`src/rtl/decode_ctrl_if.sv`:
```
// Fetch/decode boundary bundle for decode_ctrl: fetch drives pc/instr, decode
// returns stop plus the registered decoded fields and status flags.
interface decode_ctrl_if;
  logic [3:0] pc;
  logic [7:0] instr;
  logic       stop;
  logic       dec_valid;
  logic [3:0] dec_op;
  logic [1:0] dec_rd;
  logic [1:0] dec_rs;
  logic [3:0] dec_pc;
  logic       halted;
  logic       illegal;

  modport master (
    output pc, instr,
    input  stop, dec_valid, dec_op, dec_rd, dec_rs, dec_pc, halted, illegal
  );

  modport slave (
    input  pc, instr,
    output stop, dec_valid, dec_op, dec_rd, dec_rs, dec_pc, halted, illegal
  );
endinterface

```
`src/rtl/decode_ctrl.sv`:
```
// Decode/stall controller: registers decoded fields, stalls fetch on MUL, freezes on HALT.
// Optional feature macro: DECODE_ILLEGAL_TRAP_EN (trap opcodes 0xC-0xE into HALT).
module decode_ctrl #(
  parameter int unsigned MUL_CYCLES = 3
) (
  input logic         clk,
  input logic         reset,
  decode_ctrl_if.slave bus
);

  typedef enum logic [1:0] {
    ST_RUN   = 2'd0,
    ST_STALL = 2'd1,
    ST_HALT  = 2'd2
  } state_t;

  localparam logic [3:0] OP_MUL    = 4'h3;
  localparam logic [3:0] OP_HALT   = 4'hF;
  localparam bit         MUL_STALL = (MUL_CYCLES > 32'd1);
  localparam logic [2:0] STALL_LOAD = MUL_STALL ? 3'(MUL_CYCLES - 32'd2) : 3'd0;

  function automatic logic is_undef(input logic [3:0] op);
    is_undef = (op >= 4'hC) && (op <= 4'hE);
  endfunction

  state_t     state_r;
  logic [2:0] cnt_r;
  logic       stop_r;
  logic       dec_valid_r;
  logic [3:0] dec_op_r;
  logic [1:0] dec_rd_r;
  logic [1:0] dec_rs_r;
  logic [3:0] dec_pc_r;
  logic       halted_r;
  logic [3:0] op_s;

  assign op_s = bus.instr[7:4];

`ifdef DECODE_ILLEGAL_TRAP_EN
  logic illegal_r;

  // Sticky trap flag for undefined opcodes
  always_ff @(posedge clk) begin
    if (reset) begin
      illegal_r <= 1'b0;
    end else if (state_r == ST_RUN && is_undef(op_s)) begin
      illegal_r <= 1'b1;
    end else begin
      illegal_r <= illegal_r;
    end
  end

  assign bus.illegal = illegal_r;
`else
  assign bus.illegal = 1'b0;
`endif

  // Decode state machine with registered fetch-stall and decoded outputs
  always_ff @(posedge clk) begin
    if (reset) begin
      state_r     <= ST_RUN;
      cnt_r       <= 3'd0;
      stop_r      <= 1'b0;
      dec_valid_r <= 1'b0;
      dec_op_r    <= 4'h0;
      dec_rd_r    <= 2'd0;
      dec_rs_r    <= 2'd0;
      dec_pc_r    <= 4'h0;
      halted_r    <= 1'b0;
    end else begin
      case (state_r)
        ST_RUN: begin
          dec_valid_r <= 1'b1;
          dec_rd_r    <= bus.instr[3:2];
          dec_rs_r    <= bus.instr[1:0];
          dec_pc_r    <= bus.pc;
          if (op_s == OP_HALT) begin
            dec_op_r <= op_s;
            stop_r   <= 1'b1;
            halted_r <= 1'b1;
            state_r  <= ST_HALT;
          end else if (is_undef(op_s)) begin
`ifdef DECODE_ILLEGAL_TRAP_EN
            dec_op_r <= op_s;
            stop_r   <= 1'b1;
            halted_r <= 1'b1;
            state_r  <= ST_HALT;
`else
            // Undefined opcodes degrade to NOP; operand fields pass through raw
            dec_op_r <= 4'h0;
            stop_r   <= 1'b0;
            state_r  <= ST_RUN;
`endif
          end else if (op_s == OP_MUL && MUL_STALL) begin
            dec_op_r <= op_s;
            stop_r   <= 1'b1;
            cnt_r    <= STALL_LOAD;
            state_r  <= ST_STALL;
          end else begin
            dec_op_r <= op_s;
            stop_r   <= 1'b0;
            state_r  <= ST_RUN;
          end
        end
        ST_STALL: begin
          dec_valid_r <= 1'b0;
          if (cnt_r == 3'd0) begin
            stop_r  <= 1'b0;
            state_r <= ST_RUN;
          end else begin
            cnt_r   <= cnt_r - 3'd1;
            stop_r  <= 1'b1;
            state_r <= ST_STALL;
          end
        end
        ST_HALT: begin
          dec_valid_r <= 1'b0;
          stop_r      <= 1'b1;
          halted_r    <= 1'b1;
          state_r     <= ST_HALT;
        end
        default: begin
          state_r     <= ST_RUN;
          cnt_r       <= 3'd0;
          stop_r      <= 1'b0;
          dec_valid_r <= 1'b0;
        end
      endcase
    end
  end

  assign bus.stop      = stop_r;
  assign bus.dec_valid = dec_valid_r;
  assign bus.dec_op    = dec_op_r;
  assign bus.dec_rd    = dec_rd_r;
  assign bus.dec_rs    = dec_rs_r;
  assign bus.dec_pc    = dec_pc_r;
  assign bus.halted    = halted_r;

  decode_ctrl_chk u_chk (
    .clk     (clk),
    .reset   (reset),
    .stop    (stop_r),
    .halted  (halted_r),
    .illegal (bus.illegal)
  );

endmodule

// Invariants on the halt/stop status outputs
module decode_ctrl_chk (
  input logic clk,
  input logic reset,
  input logic stop,
  input logic halted,
  input logic illegal
);

  a_halt_holds_stop: assert property (@(posedge clk) disable iff (reset) halted |-> stop);
  a_halt_sticky:     assert property (@(posedge clk) disable iff (reset) halted |=> halted);
  a_illegal_halts:   assert property (@(posedge clk) disable iff (reset) illegal |-> halted);

endmodule

```
`src/flat_wrapper.sv`:
```
// flat-port wrapper written by rule: the top's interface ports become plain ports
module decode_ctrl_flat 
#(
  parameter int unsigned MUL_CYCLES = 3
)
  (clk, reset, bus_pc, bus_instr, bus_stop, bus_dec_valid, bus_dec_op, bus_dec_rd, bus_dec_rs, bus_dec_pc, bus_halted, bus_illegal);
  decode_ctrl_if bus_i ();
  input logic clk;
  input logic reset;
  input wire logic [$bits(bus_i.pc)-1:0] bus_pc;
  input wire logic [$bits(bus_i.instr)-1:0] bus_instr;
  output wire logic [$bits(bus_i.stop)-1:0] bus_stop;
  output wire logic [$bits(bus_i.dec_valid)-1:0] bus_dec_valid;
  output wire logic [$bits(bus_i.dec_op)-1:0] bus_dec_op;
  output wire logic [$bits(bus_i.dec_rd)-1:0] bus_dec_rd;
  output wire logic [$bits(bus_i.dec_rs)-1:0] bus_dec_rs;
  output wire logic [$bits(bus_i.dec_pc)-1:0] bus_dec_pc;
  output wire logic [$bits(bus_i.halted)-1:0] bus_halted;
  output wire logic [$bits(bus_i.illegal)-1:0] bus_illegal;
  assign bus_i.pc = bus_pc;
  assign bus_i.instr = bus_instr;
  assign bus_stop = bus_i.stop;
  assign bus_dec_valid = bus_i.dec_valid;
  assign bus_dec_op = bus_i.dec_op;
  assign bus_dec_rd = bus_i.dec_rd;
  assign bus_dec_rs = bus_i.dec_rs;
  assign bus_dec_pc = bus_i.dec_pc;
  assign bus_halted = bus_i.halted;
  assign bus_illegal = bus_i.illegal;
  decode_ctrl #(.MUL_CYCLES(MUL_CYCLES)) u_core (.clk(clk), .reset(reset), .bus(bus_i));
endmodule
```
`config.mk`:
```
export PLATFORM = sky130hd
export DESIGN_NAME = decode_ctrl_flat
export DESIGN_NICKNAME = d
export VERILOG_FILES = /design/src/rtl/decode_ctrl_if.sv /design/src/rtl/decode_ctrl.sv /design/src/flat_wrapper.sv
export SDC_FILE = /design/constraint.sdc
export NUM_CORES = 1
export LEC_CHECK = 0
export CAP_MARGIN = 15
export CORE_MARGIN = 1
export CORE_UTILIZATION = 43
export CTS_CLUSTER_SIZE = 28
export DETAILED_ROUTE_END_ITERATION = 8
export HOLD_SLACK_MARGIN = 0.02
export MAX_ROUTING_LAYER = met4
export PLACE_DENSITY = 0.76
export RECOVER_POWER = 50
export SLEW_MARGIN = 0
export SYNTH_ARGS = -nofsm -noshare
export SYNTH_HDL_FRONTEND = slang
export SYNTH_HIERARCHICAL = 1
export SYNTH_SLANG_ARGS = --single-unit
```
`constraint.sdc`:
```
create_clock -name clk -period 1.9 [get_ports clk]
set_clock_uncertainty 0.1 [all_clocks]
set_input_delay 0.38 -clock clk [delete_from_list [all_inputs] [get_ports clk]]
set_output_delay 0.38 -clock clk [all_outputs]
set_load 0.01 [all_outputs]
```
==> metrics.txt, run 1 <==
# TYPE chip_impl_metric gauge
chip_impl_metric{name="power.combinational.fraction",unit=""} 0.161
chip_impl_metric{name="drive_gt1_frac",unit=""} 0.09774
chip_impl_metric{name="vias",unit=""} 812
chip_impl_metric{name="worst-path-buf-inv",unit=""} 1
chip_impl_metric{name="placement.io_buffers",unit=""} 28
chip_impl_metric{name="critPathMaxFanout",unit=""} 2
chip_impl_metric{name="synth_sequential_area_ratio",unit=""} 0.4565
chip_impl_metric{name="place.gp.congestion",unit=""} 0.8761
chip_impl_metric{name="synthesis.instances",unit=""} 102
chip_impl_metric{name="post_synth.cell_area_avg",unit="µm²"} 8.599
chip_impl_metric{name="grt_antenna_before_repair",unit=""} 0
chip_impl_info{name="critPathSlowestCell",value="clkdlybuf4s50_1"} 1
chip_impl_metric{name="vias_per_cell",unit=""} 5.139
chip_impl_metric{name="netlist_area",unit="µm²"} 877.1
chip_impl_metric{name="postSynthNetCount",unit=""} 118
chip_impl_metric{name="pin_count_of_the_biggest_net_entering_global_routing",unit=""} 15
chip_impl_metric{name="worst_hold_slack",unit="ps"} 361.8
chip_impl_metric{name="setup_total_negative_slack",unit="ps"} 0
chip_impl_info{name="critical-path-top-delay-family",value="buffers and inverters"} 1
chip_impl_info{name="clock-root-buffer",value="clkbuf_4"} 1
chip_impl_metric{name="power.leakage",unit="µW"} 0.0004774
chip_impl_info{name="launch_point_of_the_worst_reg_to_reg_path",value="u_core/cnt_r[0]"} 1
chip_impl_metric{name="synthArstFlopShare",unit=""} 0
chip_impl_metric{name="vdd.ir_drop.worst",unit="mV"} 0.4610
chip_impl_metric{name="synth.distinct_cells",unit=""} 32
chip_impl_metric{name="antenna-diode-count",unit=""} 0
chip_impl_metric{name="clkTransAtPathRegs",unit="ps"} 120
chip_impl_metric{name="worst-path-stages",unit=""} 1
chip_impl_info{name="classification_of_the_worst_setup_path",value="flop to output pin"} 1
chip_impl_metric{name="timing.final.setup_violations",unit=""} 0
chip_impl_metric{name="multi_input_comb_area",unit="µm²"} 409.1
chip_impl_metric{name="dpl_cell_area",unit="µm²"} 1189
chip_impl_metric{name="synth_largest_type_area_fraction",unit=""} 0.4565
chip_impl_info{name="yosys-top-cells-count",value="nand2_1 (21), dfxtp_1 (20), a21oi_1 (17), inv_1 (6)"} 1
chip_impl_metric{name="cts_buffer_depth",unit=""} 2
chip_impl_info{name="type_of_destination_of_the_critical_path",value="output pin"} 1
chip_impl_info{name="grt_setup_unrepaired",value="false"} 1
chip_impl_metric{name="power_density",unit="nW/µm²"} 770.3
chip_impl_info{name="yosysMostFrequentCell",value="nand2_1"} 1
chip_impl_metric{name="utilization",unit=""} 0.6777
chip_impl_metric{name="seq_power_share",unit=""} 0.479
chip_impl_metric{name="reg2regPathDepth",unit=""} 5
chip_impl_metric{name="cp_data_arrival_time",unit="ps"} 1250
chip_impl_metric{name="detail_route.wirelength",unit="µm"} 1970
chip_impl_info{name="hold_wc_path_type",value="flop to flop"} 1
chip_impl_metric{name="syn2layout_area_growth",unit="%"} 40.66
chip_impl_info{name="type_of_origin_of_the_critical_path",value="flop"} 1
chip_impl_metric{name="dpl.hpwl",unit="µm"} 1417
chip_impl_info{name="holdCritStartpoint",value="u_core/bus.dec_rd[1]"} 1
chip_impl_metric{name="power.clock.fraction",unit=""} 0.360
chip_impl_info{name="post-synth-top-area-cell",value="dfxtp_1"} 1
chip_impl_metric{name="starting_density_of_the_core",unit=""} 0.4818
chip_impl_metric{name="number_of_enable_type_register_cells_in_the_synthesized_netlist",unit=""} 0
chip_impl_metric{name="regArea",unit="µm²"} 400.4
chip_impl_metric{name="intPower",unit="µW"} 742.9
chip_impl_metric{name="clock_sinks",unit=""} 20
chip_impl_info{name="run_status",value="complete, no violations"} 1
chip_impl_metric{name="drt-initial-drc-count",unit=""} 27
chip_impl_metric{name="cts.hold.buffers_added",unit=""} 0
chip_impl_metric{name="cts_setup_buffers",unit=""} 0
chip_impl_info{name="clock_tree_from_tritoncts",value="done"} 1
chip_impl_metric{name="design.portCount",unit=""} 30
chip_impl_metric{name="postRouteAntennaNets",unit=""} 0
chip_impl_metric{name="finalNetCount",unit=""} 150
chip_impl_metric{name="cts.htree.levels",unit=""} 1
chip_impl_info{name="crit_path_cell_trace",value="clkdlybuf4s50_1"} 1
chip_impl_metric{name="ys_seq_elements",unit=""} 20
chip_impl_metric{name="core_area",unit="µm²"} 1821
chip_impl_metric{name="grt_overflow",unit=""} 0
chip_impl_metric{name="drc",unit=""} 0
chip_impl_metric{name="number_of_global_route_vias_before_repair",unit=""} 717
chip_impl_metric{name="min_period_over_period",unit=""} 0.9107
chip_impl_metric{name="row_count",unit=""} 15
chip_impl_metric{name="critPathRequiredTime",unit="ps"} 1420
chip_impl_metric{name="dieArea",unit="µm²"} 2225
chip_impl_metric{name="chipHeight",unit="µm"} 47.17
chip_impl_metric{name="cell_area_after_layout",unit="µm²"} 1234
chip_impl_metric{name="min_path_cells",unit=""} 2
chip_impl_metric{name="synth.yosys.warnings",unit=""} 6
chip_impl_metric{name="groute.usage.overall",unit=""} 0.1956
chip_impl_metric{name="finalWorstPathRequiredPeriod",unit="ps"} 1730
chip_impl_metric{name="fmax",unit="MHz"} 577.9
chip_impl_metric{name="max_slew.worst_pin.slew",unit="ps"} 594.8
chip_impl_info{name="post_synth_main_area_contributors",value="dfxtp_1 (46%), a21oi_1 (9.7%), nand2_1 (9.0%)"} 1
chip_impl_metric{name="drt_pass1_iterations",unit=""} 4
chip_impl_metric{name="hold_violations",unit=""} 0
chip_impl_metric{name="max-cap-violations",unit=""} 0
chip_impl_info{name="dominantRegCellSynth",value="dfxtp_1"} 1
chip_impl_info{name="critical_path.startpoint",value="u_core/bus.dec_op[0]"} 1
chip_impl_metric{name="report.final.slew_viol_count",unit=""} 0
chip_impl_metric{name="max_stage_delay",unit="ps"} 560
chip_impl_metric{name="worst_slew_margin_rel",unit=""} 0.6035
chip_impl_metric{name="power.switching_fraction",unit=""} 0.2182
chip_impl_metric{name="cts-buffers-inserted",unit=""} 3
chip_impl_metric{name="wire_length_of_the_first_global_routing_pass",unit="µm"} 2987
chip_impl_metric{name="power_switching",unit="µW"} 207.3
chip_impl_metric{name="clock_latency",unit="ps"} 290
chip_impl_metric{name="fillerInstances",unit=""} 159
chip_impl_metric{name="die_w",unit="µm"} 47.17
chip_impl_metric{name="wl_per_cell",unit="µm"} 12.47
chip_impl_metric{name="postCtsResizedCells",unit=""} 0
## layer usage
layer  track usage  routed length, µm  up-vias
met4       0.08571                 20        0
li1              -                  -      411
met1        0.2389                905      364
met5             -                  0        -
met3       0.02692                110        4
met2        0.3194                933       33
## final cells by class
class | instances | area share
Inverter | 6 | 0.01826
Multi-Input combinational cell | 69 | 0.3316
Clock inverter | 1 | 0.02434
Timing Repair Buffer | 34 | 0.2576
Sequential cell | 20 | 0.3245
Tap cell | 25 | 0.02536
Clock buffer | 3 | 0.01826
## worst register-to-register path, cell delays in order, from the launching register on
cell      delay [ps]
dfxtp_1          370
inv_1             70
ha_1             210
nand2b_1         150
mux2_1           330
o41ai_1          260
## registers in the layout, summed over array words and instances, names as in the netlist
signal,cells
u_core/bus.dec_valid,1
u_core/cnt_r,3
u_core/bus.dec_rs,2
u_core/bus.halted,1
u_core/bus.dec_op,4
u_core/state_r,2
u_core/bus.dec_rd,2
u_core/bus.dec_pc,4
u_core/bus.stop,1
## per-stage QoR
stage | total power [µW] | worst slack, ps | cells
finish | 950.3 | 169.7 | 158
global route | 990.9 | 131.8 | 158
CTS | 971.0 | 141.8 | 158
detailed placement | 619.5 | 88.41 | 154
global placement | 615.9 | 154.9 | 154
floorplan | 531.6 | 488.8 | 102
## kinds of logic after synthesis
logic type / after synthesis / synth area share
muxes: 2 / 0.02425
and+or+nand+nor: 34 / 0.1855
AOI/OAI and AO/OA: 29 / 0.2140
adders and majority gates: 2 / 0.02853
DFF: 20 / 0.4565
xor gates and xnor gates: 1 / 0.009988
other: 1 / 0.004275
buffers and inverters: 13 / 0.07702
## layout by cell type (no fill, tap or decap), types with 2 or more instances in the layout
master,count
a21bo_2,2
a21oi_1,17
nand2_1,21
ha_1,2
clkbuf_4,3
clkdlybuf4s50_1,26
nor2_1,2
o211ai_1,2
clkbuf_1,2
dlygate4sd3_1,2
nor3_1,3
nand3_1,2
inv_1,6
buf_4,4
dfxtp_1,20
## power by group through the flow
stage               clock, µW  combinational (µW)  sequential [µW]
floorplan                   0                58.7              473
global placement            0                 152              464
detailed placement          0                 155              464
CTS                       360                 156              455
global route              367                 166              459
finish                    342                 153              455
## worst paths after layout
path / endpoint / slack, ps
max: bus_dec_op[0] / 170
min: u_core/bus.dec_rd[1] / 360
max reg2reg: u_core/cnt_r[1] / 320
min reg2reg: u_core/bus.dec_rd[1] / 360
Note: power is estimated with default switching activity, not from simulation.
==> run 2: changes to the inputs <==
CAP_MARGIN = unset   (was 15)
SKIP_LAST_GASP = 1   (was unset)
==> results of run 2 <==
The final DEF is identical to that of run 1; final timing and power are the same.
